==> config.mk <==
export PLATFORM = sky130hd
export DESIGN_NAME = reflex_round_engine
export DESIGN_NICKNAME = d
export VERILOG_FILES = /design/src/rtl/reflex_pkg.sv /design/src/rtl/toggle_bank.sv /design/src/rtl/reflex_round_engine.sv
export SDC_FILE = /design/constraint.sdc
export NUM_CORES = 1
export LEC_CHECK = 0
export BUFFER_PORTS_ARGS = -buffer_cell sky130_fd_sc_hd__buf_2
export CAP_MARGIN = 30
export CORE_MARGIN = 2
export CORE_UTILIZATION = 35
export CTS_CLUSTER_DIAMETER = 80
export DETAILED_ROUTE_END_ITERATION = 10
export SLEW_MARGIN = 20
export SYNTH_ARGS = -nofsm -noshare
export SYNTH_HDL_FRONTEND = slang
export SYNTH_HIERARCHICAL = 1
export SYNTH_SLANG_ARGS = --single-unit
==> constraint.sdc <==
create_clock -name clock -period 2.3 [get_ports clock]
set_clock_uncertainty 0.05 [all_clocks]
set_input_delay 0.345 -clock clock [delete_from_list [all_inputs] [get_ports clock]]
set_output_delay 0.345 -clock clock [all_outputs]
set_load 0.01 [all_outputs]
==> src/rtl/reflex_pkg.sv <==
// rtl/reflex_pkg.sv - shared game state type and timing defaults for the reflex round engine
package reflex_pkg;

    typedef enum logic [2:0] {
        IDLE,
        LOAD,
        PLAY,
        SHOW,
        DONE
    } game_state_t;

    localparam int DEF_WIDTH      = 8;
    localparam int DEF_PLAY_TICKS = 99;
    localparam int DEF_SHOW_TICKS = 40;
    localparam int DEF_ROUNDS     = 4;
    localparam int DEF_TICK_DIV   = 1;

    function automatic int max_int(input int a, input int b);
        return (a > b) ? a : b;
    endfunction

endpackage

==> src/rtl/toggle_bank.sv <==
// rtl/toggle_bank.sv - per-button rising-edge detector feeding a toggle register
module toggle_bank #(
    parameter int WIDTH = 8
) (
    input  logic             clock,
    input  logic             rst_n,
    input  logic             clear,
    input  logic             en,
    input  logic [WIDTH-1:0] presses,
    output logic [WIDTH-1:0] toggles,
    output logic [WIDTH-1:0] toggles_next
);

    logic [WIDTH-1:0] toggles_q;
    logic [WIDTH-1:0] toggles_d;
    logic [WIDTH-1:0] prev_q;
    logic [WIDTH-1:0] prev_d;

    // Only a 0->1 transition flips a button, so a held button toggles once.
    assign toggles_next = toggles_q ^ (presses & ~prev_q);
    assign toggles      = toggles_q;

    always_comb begin
        toggles_d = toggles_q;
        prev_d    = prev_q;
        if (clear) begin
            // Seed prev with the current levels so a button already held at
            // round start does not count as a press.
            toggles_d = '0;
            prev_d    = presses;
        end else if (en) begin
            toggles_d = toggles_next;
            prev_d    = presses;
        end
    end

    always_ff @(posedge clock or negedge rst_n) begin
        if (!rst_n) begin
            toggles_q <= '0;
            prev_q    <= '0;
        end else begin
            toggles_q <= toggles_d;
            prev_q    <= prev_d;
        end
    end

endmodule

==> src/rtl/reflex_round_engine.sv <==
// rtl/reflex_round_engine.sv - multi-round reflex game FSM with tick prescaler, timer and scoring
module reflex_round_engine
    import reflex_pkg::*;
#(
    parameter int WIDTH      = DEF_WIDTH,
    parameter int PLAY_TICKS = DEF_PLAY_TICKS,
    parameter int SHOW_TICKS = DEF_SHOW_TICKS,
    parameter int ROUNDS     = DEF_ROUNDS,
    parameter int TICK_DIV   = DEF_TICK_DIV
) (
    input  logic                          clock,
    input  logic                          rst_n,
    input  logic                          start,
    input  logic [WIDTH-1:0]              code,
    input  logic [WIDTH-1:0]              presses,
    output logic [WIDTH-1:0]              lights,
    output logic                          correct_light,
    output logic                          incorrect_light,
    output logic [$clog2(ROUNDS+1)-1:0]   score,
    output logic                          busy,
    output logic                          done
);

    localparam int SW = $clog2(ROUNDS + 1);
    localparam int TW = $clog2(max_int(PLAY_TICKS, SHOW_TICKS) + 1);
    localparam int PW = (TICK_DIV > 1) ? $clog2(TICK_DIV) : 1;
    localparam int RW = (ROUNDS > 1) ? $clog2(ROUNDS) : 1;

    localparam logic [TW-1:0]    PLAY_LAST  = TW'(PLAY_TICKS - 1);
    localparam logic [TW-1:0]    SHOW_LAST  = TW'(SHOW_TICKS - 1);
    localparam logic [PW-1:0]    PRESC_LAST = PW'(TICK_DIV - 1);
    localparam logic [RW-1:0]    ROUND_LAST = RW'(ROUNDS - 1);
    localparam logic [SW-1:0]    SCORE_MAX  = SW'(ROUNDS);
    localparam logic [WIDTH-1:0] SAFE_CODE  = WIDTH'(1);

    game_state_t      state_q, state_d;
    logic [WIDTH-1:0] stored_code_q, stored_code_d;
    logic [WIDTH-1:0] lights_q, lights_d;
    logic             correct_q, correct_d;
    logic             incorrect_q, incorrect_d;
    logic [SW-1:0]    score_q, score_d;
    logic [RW-1:0]    round_q, round_d;
    logic [TW-1:0]    timer_q, timer_d;
    logic [PW-1:0]    presc_q, presc_d;
    logic             busy_q, busy_d;
    logic             done_q, done_d;

    logic             tb_clear;
    logic             tb_en;
    logic [WIDTH-1:0] toggles;
    logic [WIDTH-1:0] toggles_next;
    logic             tick;
    logic             match;

    toggle_bank #(
        .WIDTH(WIDTH)
    ) u_toggle_bank (
        .clock       (clock),
        .rst_n       (rst_n),
        .clear       (tb_clear),
        .en          (tb_en),
        .presses     (presses),
        .toggles     (toggles),
        .toggles_next(toggles_next)
    );

    assign tick  = (presc_q == PRESC_LAST);
    // Evaluated on toggles_next so the completing press edge ends the round
    // on the same clock edge it is sampled.
    assign match = ((stored_code_q ^ toggles_next) == '0);

    always_comb begin
        state_d       = state_q;
        stored_code_d = stored_code_q;
        lights_d      = lights_q;
        correct_d     = correct_q;
        incorrect_d   = incorrect_q;
        score_d       = score_q;
        round_d       = round_q;
        timer_d       = timer_q;
        presc_d       = presc_q;
        tb_clear      = 1'b0;
        tb_en         = 1'b0;

        if (start) begin
            state_d = LOAD;
            score_d = '0;
            round_d = '0;
        end else begin
            case (state_q)
                IDLE: begin
                end
                LOAD: begin
                    // A zero target would be matched before any press.
                    stored_code_d = (code == '0) ? SAFE_CODE : code;
                    tb_clear      = 1'b1;
                    timer_d       = '0;
                    presc_d       = '0;
                    state_d       = PLAY;
                end
                PLAY: begin
                    tb_en    = 1'b1;
                    lights_d = stored_code_q ^ toggles_next;
                    presc_d  = tick ? '0 : presc_q + PW'(1);
                    if (tick) begin
                        timer_d = timer_q + TW'(1);
                    end
                    if (match) begin
                        state_d   = SHOW;
                        correct_d = 1'b1;
                        score_d   = (score_q >= SCORE_MAX) ? SCORE_MAX : score_q + SW'(1);
                        timer_d   = '0;
                        presc_d   = '0;
                    end else if (tick && (timer_q == PLAY_LAST)) begin
                        state_d     = SHOW;
                        incorrect_d = 1'b1;
                        timer_d     = '0;
                        presc_d     = '0;
                    end
                end
                SHOW: begin
                    // The toggle bank is frozen here, so this repeats the last PLAY pattern.
                    lights_d = stored_code_q ^ toggles;
                    presc_d  = tick ? '0 : presc_q + PW'(1);
                    if (tick) begin
                        timer_d = timer_q + TW'(1);
                        if (timer_q == SHOW_LAST) begin
                            timer_d = '0;
                            if (round_q == ROUND_LAST) begin
                                state_d = DONE;
                            end else begin
                                round_d = round_q + RW'(1);
                                state_d = LOAD;
                            end
                        end
                    end
                end
                DONE: begin
                end
                default: begin
                    state_d = IDLE;
                end
            endcase
        end

        if (state_d != SHOW) begin
            correct_d   = 1'b0;
            incorrect_d = 1'b0;
        end
        if ((state_d == DONE) || (state_d == IDLE)) begin
            lights_d = '0;
        end
        busy_d = (state_d == LOAD) || (state_d == PLAY) || (state_d == SHOW);
        done_d = (state_d == DONE);
    end

    always_ff @(posedge clock or negedge rst_n) begin
        if (!rst_n) begin
            state_q       <= IDLE;
            stored_code_q <= '0;
            lights_q      <= '0;
            correct_q     <= 1'b0;
            incorrect_q   <= 1'b0;
            score_q       <= '0;
            round_q       <= '0;
            timer_q       <= '0;
            presc_q       <= '0;
            busy_q        <= 1'b0;
            done_q        <= 1'b0;
        end else begin
            state_q       <= state_d;
            stored_code_q <= stored_code_d;
            lights_q      <= lights_d;
            correct_q     <= correct_d;
            incorrect_q   <= incorrect_d;
            score_q       <= score_d;
            round_q       <= round_d;
            timer_q       <= timer_d;
            presc_q       <= presc_d;
            busy_q        <= busy_d;
            done_q        <= done_d;
        end
    end

    assign lights          = lights_q;
    assign correct_light   = correct_q;
    assign incorrect_light = incorrect_q;
    assign score           = score_q;
    assign busy            = busy_q;
    assign done            = done_q;

endmodule

## Word-level counts from Yosys, hierarchy flattened

Cells that the tools add are included.

- $add $sub $neg: 4
- $lt $le $gt $ge: 1
- Equality and inequality tests: 19
- Muxes and demuxes: 47
- Bitwise logic cells: 7
- Reduce and logical (&&, ||, !) cells: 27

Operators by type and width:

| cell | count |
|---|---|
| two-way mux 8 bit | 7 |
| two-way mux 7 bit | 5 |
| two-way mux 3 bit | 10 |
| bitwise XOR 8 bit | 3 |
| one-hot mux 7 bit (3 select lines) | 1 |
| zero test 8 bit | 2 |
| two-way mux 1 bit | 16 |
| one-hot mux 8 bit (2 select lines) | 1 |
| nonzero test 2 bit | 8 |
| == test 3 x 2 -> 1 bit, second input constant | 4 |
| one-hot mux 3 bit (4 select lines) | 1 |
| AND reduction 4 bit | 3 |
| two-way mux 2 bit | 5 |
| AND 8 bit | 1 |
| NOT 8 bit | 1 |
| AND reduction 2 bit | 4 |
| adder 7 x 1 -> 7 bit, second input constant | 1 |
| == test 7 x 6 -> 1 bit, second input constant | 1 |
| == test 7 bit, second input constant | 1 |
| == test 3 x 1 -> 1 bit, second input constant | 2 |
| == test 3 bit, second input constant | 2 |
| zero test 3 bit | 2 |
| != test 2 x 1 -> 1 bit, second input constant | 3 |
| != test 2 bit, second input constant | 3 |
| 14 further kinds | 18 |

- Bits in registers: 52
- Input port bits: 19
- Output and inout port bits: 15
- Logic and storage cells: 118

## Logic depth before layout (Yosys ltp)

- Word-level depth: 12
- Mapped depth: 7
- Gate-level depth less buffers: 7

## Hierarchy

Netlist, hierarchy kept.

Modules (own cells, without submodules):

| module | times used | cells an instance | area each (µm²) | seq. area each (µm²) |
|---|---|---|---|---|
| reflex_round_engine | 1 | 181 | 1,975.6 | 875.8 |
| toggle_bank | 1 | 76 | 903.4 | 400.4 |

## Worst setup path after synthesis

Ideal clock, no wire load.

- Path kind: reg2reg
- Start: reg u_toggle_bank.prev_q[1]
- End: reg score_q[1] (netlist: score[1])
- Setup time: 78 ps
- Arrival time: 1,909 ps
- Required time: 2,172 ps
- Slack: 263 ps
- Cell stages (with the launch flop): 8
- Path buffers: 0
- Clock period less this slack: 2,037 ps
- Cells stage by stage: dfrtp_1 > nand2b_1 > xnor2_1 > xor2_1 > nor4_2 > nand3b_4 > or3b_1 > a21oi_1

- Cells in the longest elaborated chain, start to end: 7

RTL lines:

| item | RTL line | source |
|---|---|---|
| from (decl) | toggle_bank.sv:16 | `logic [WIDTH-1:0] prev_q;` |
| from (signal assigned) | toggle_bank.sv:43 | `prev_q <= prev_d;` |
| NOT 8 bit | toggle_bank.sv:20 | `assign toggles_next = toggles_q ^ (presses & ~prev_q);` |
| AND 8 bit | toggle_bank.sv:20 |  |
| bitwise XOR 8 bit | toggle_bank.sv:20 |  |
| via toggles_next[1] | reflex_round_engine.sv:51 | `logic [WIDTH-1:0] toggles_next;` |
| bitwise XOR 8 bit | reflex_round_engine.sv:70 | `assign match = ((stored_code_q ^ toggles_next) == '0);` |
| zero test 8 bit | reflex_round_engine.sv:70 |  |
| nonzero test 2 bit (no line) | n/a |  |
| AND reduction 2 bit (no line) | n/a |  |
| to (signal assigned) | reflex_round_engine.sv:176 | `score_q <= score_d;` |
| to (decl) | reflex_round_engine.sv:41 | `logic [SW-1:0] score_q, score_d;` |

The timed path passes the listed nets, and every way through them passes these cells.
A chain may end at the register's enable or synchronous reset.

## Worst setup path in the final report

- Start: reg u_toggle_bank.prev_q[0]
- End: reg score_q[1] (netlist: score[1])

The elaborated chain is that of the path after synthesis.

==> reports/metrics.cfg <==
[power]
switching_power_w=0.000690
p_leak_nw=1.52
comb_power_share_pct=26.5
clkPwrFrac_pct=23.3
ir_drop_mv=0.433
power_w=0.00222
p_int_w=0.00153
seqPwrFrac_pct=50.2
p_sw_share_pct=31.1
powerDensity_mw_per_mm2=675

[clock_tree]
path_clk_slew_ns=0.09
htreeDepth=2
cts_buffers=5
cts_sinks=51
clk_latency_ns=0.31
cts_tree=yes
cts_max_path_buffers=2
cts_root_buffer=clkbuf_8
postCtsSetupBuffers=0

[global_routing]
grt_first_pass_wirelength_um=9360
grt-ovfl-total=0
grt_pass1_vias=1966
grt_max_degree=27
gr-usage-all-layers_pct=13.5
grt_antenna_before_repair=0

[status]
outcome=completed

[yosys]
syn_nets=281
syn_inst=257
netlist.area_leader.share_pct=44.3
ys_ff_latch=51
synth.distinct_cells=45
syn_avg_cell_area_um2=11.2
ys_seq_area_share_pct=44.3
yosys_warnings=6
synth_top_cell_by_area=dfrtp_1
synth_edf_count=0
synth_ff_type=dfrtp_1
async_reset_ff_share_pct=100
syn_area_mm2=0.00288
netlist_top_cells_area=dfrtp_1 44%, mux2_2 9.4%, xnor2_1 5.8%

[final_layout]
final_area_mm2=0.00329
num_antenna_cells=0
nNetsFinal=325
syn2layout_area_growth_pct=14.4
post_route_cells_drive_above_1_share_pct=31.5
fillers=831

[place]
place_congestion=0.737
dp_hpwl_um=4160
placed_area_mm2=0.00318
port_buffers=33

[critical_path]
cp_max_fo=6
cp-end-kind=flop
arrival_ns=2.32
cp.required_ns=2.48
start_kind=flop
crit_type=reg -> reg

[worst_hold_path]
hold_path_class=in -> reg

[flow_run]
maxCapViolations=0

[sta]
drv_slew=0
rsz0062_at_grt=false
fmax_ghz=0.469
slew_headroom_pct=55.1
min_period_ns=2.13
setup_violations=0
tns_ns=0
min_period_over_period_pct=92.7
hold_viol_final=0
tightest_slew_ns=0.672

[routing]
vias=1995
post_drt_wl_per_cell_um=13.8
drc=0
drtPass1Iterations=4
vias_per_cell=4.90
routed_wl_um=5620
ant_nets=0
drtIter0Drc=40

[die]
dieArea_mm2=0.00897
die_w_um=94.7
core_mm2=0.00809
num_rows=33
initial_core_util_pct=35.6
die_h_um=94.7
ios=34

## registers in the layout (all words and copies together), names as in the netlist
name	cells
lights	8
stored_code_q	8
u_toggle_bank/prev_q	8
u_toggle_bank/toggles	8
timer_q	7
score	3
state_q	3
round_q	2
busy	1
correct_light	1
done	1
incorrect_light	1
## per-layer routing
metal | part of all wire (%) | GRT usage [%]
met2 | 47 | 22.2
met4 | 0.66 | 3.02
met3 | 3.6 | 3.19
met5 | 0 | 0
met1 | 48 | 18.3
## synth_stat cells (8+ instances only)
cell and n:
dfrtp_1 51, mux2_2 24, nor2_1 22, xnor2_1 19, nand2_1 16, a21oi_1 13
nand2b_1 10, nand3b_1 9, xor2_1 9, a22o_1 8, mux2i_1 8, nor2b_1 8
## repair_timing
| item | in CTS | in global routing |
|---|---|---|
| gates resized for setup | 0 | 2 |
| hold buffers | 1 | 0 |
| endpoints found under the hold margin | 14 | 0 |
| setup endpoints to repair | 0 | 2 |
## per-stage QoR
stage               worst slack, ns  hold WS [ns]  cells  util, %
floorplan                     0.263     -0.000591    257        -
global placement              0.183         0.233    398     39.3
detailed placement            0.156         0.231    398     39.3
CTS                           0.125         0.224    407     40.5
global route                0.00203         0.224    407     40.7
finish                        0.168         0.232    407     40.7
## cells by family after synthesis
| logic type | share of synthesized area [%] |
|---|---|
| simple gates | 19.9 |
| compound gates | 9.00 |
| fa+ha+maj | 2.17 |
| xor+xnor | 8.52 |
| flops | 44.3 |
| mux | 12.2 |
| buf+inv | 3.87 |
## worst max-delay path: stages, from the launching register on
cell	delay, ns
dfrtp_1	0.39
nand2b_1	0.16
xnor2_1	0.23
xor2_1	0.13
nor4_2	0.28
buf_4	0.18
nand3b_4	0.11
or3b_1	0.39
a21oi_1	0.15
## power by group through the flow
stage          combinational, W  sequential (W)  clock (W)
3_3_place_gp           0.000568         0.00113          0
3_5_place_dp           0.000580         0.00113          0
4_1_cts                0.000584         0.00112   0.000538
2_1_floorplan          0.000423         0.00112          0
5_1_grt                0.000650         0.00113   0.000583
6_report               0.000589         0.00111   0.000519
## path summary, 6_finish.rpt
kind / from / end / slack [ns] / cells past startpoint
setup / recovery: u_toggle_bank/prev_q[0] / score[1] / 0.17 / 8
hold / removal: code[1] / stored_code_q[1] / 0.23 / 2
setup reg to reg: u_toggle_bank/prev_q[0] / score[1] / 0.17 / 8
hold reg to reg: lights[4] / lights[4] / 0.46 / 1
max in group asynchronous: rst_n / u_toggle_bank/prev_q[5] / 1.13 / 3
min in group asynchronous: rst_n / u_toggle_bank/prev_q[4] / 0.43 / 2
## cells in the final DEF, fill, tap and decap left out, types with 2 or more instances in the layout
cell / count
nor4_4: 2
buf_2: 33
nor4_2: 2
nand2b_1: 10
a21oi_1: 13
a22o_1: 8
or3b_4: 2
xor2_1: 9
nor2b_1: 8
a21o_1: 2
nand3b_1: 9
nand2_1: 16
clkbuf_8: 5
nand3_1: 4
mux2i_1: 8
mux2_2: 24
nor3_1: 6
buf_4: 12
dfrtp_1: 51
inv_1: 6
xnor2_1: 18
ha_1: 5
nor2_1: 22
nand2b_4: 2
a31o_2: 2
## final cells by class
class	count	area, um2	area share, %
multi-input cells	191	1510	46.0
flip-flops and latches	51	1280	38.7
repair buffers	46	265	8.05
well taps	105	131	3.99
clock buffers	6	72.6	2.20
inverters	6	22.5	0.684
clock inverters	2	12.5	0.380
No activity file was read; power rests on OpenSTA's default activity.
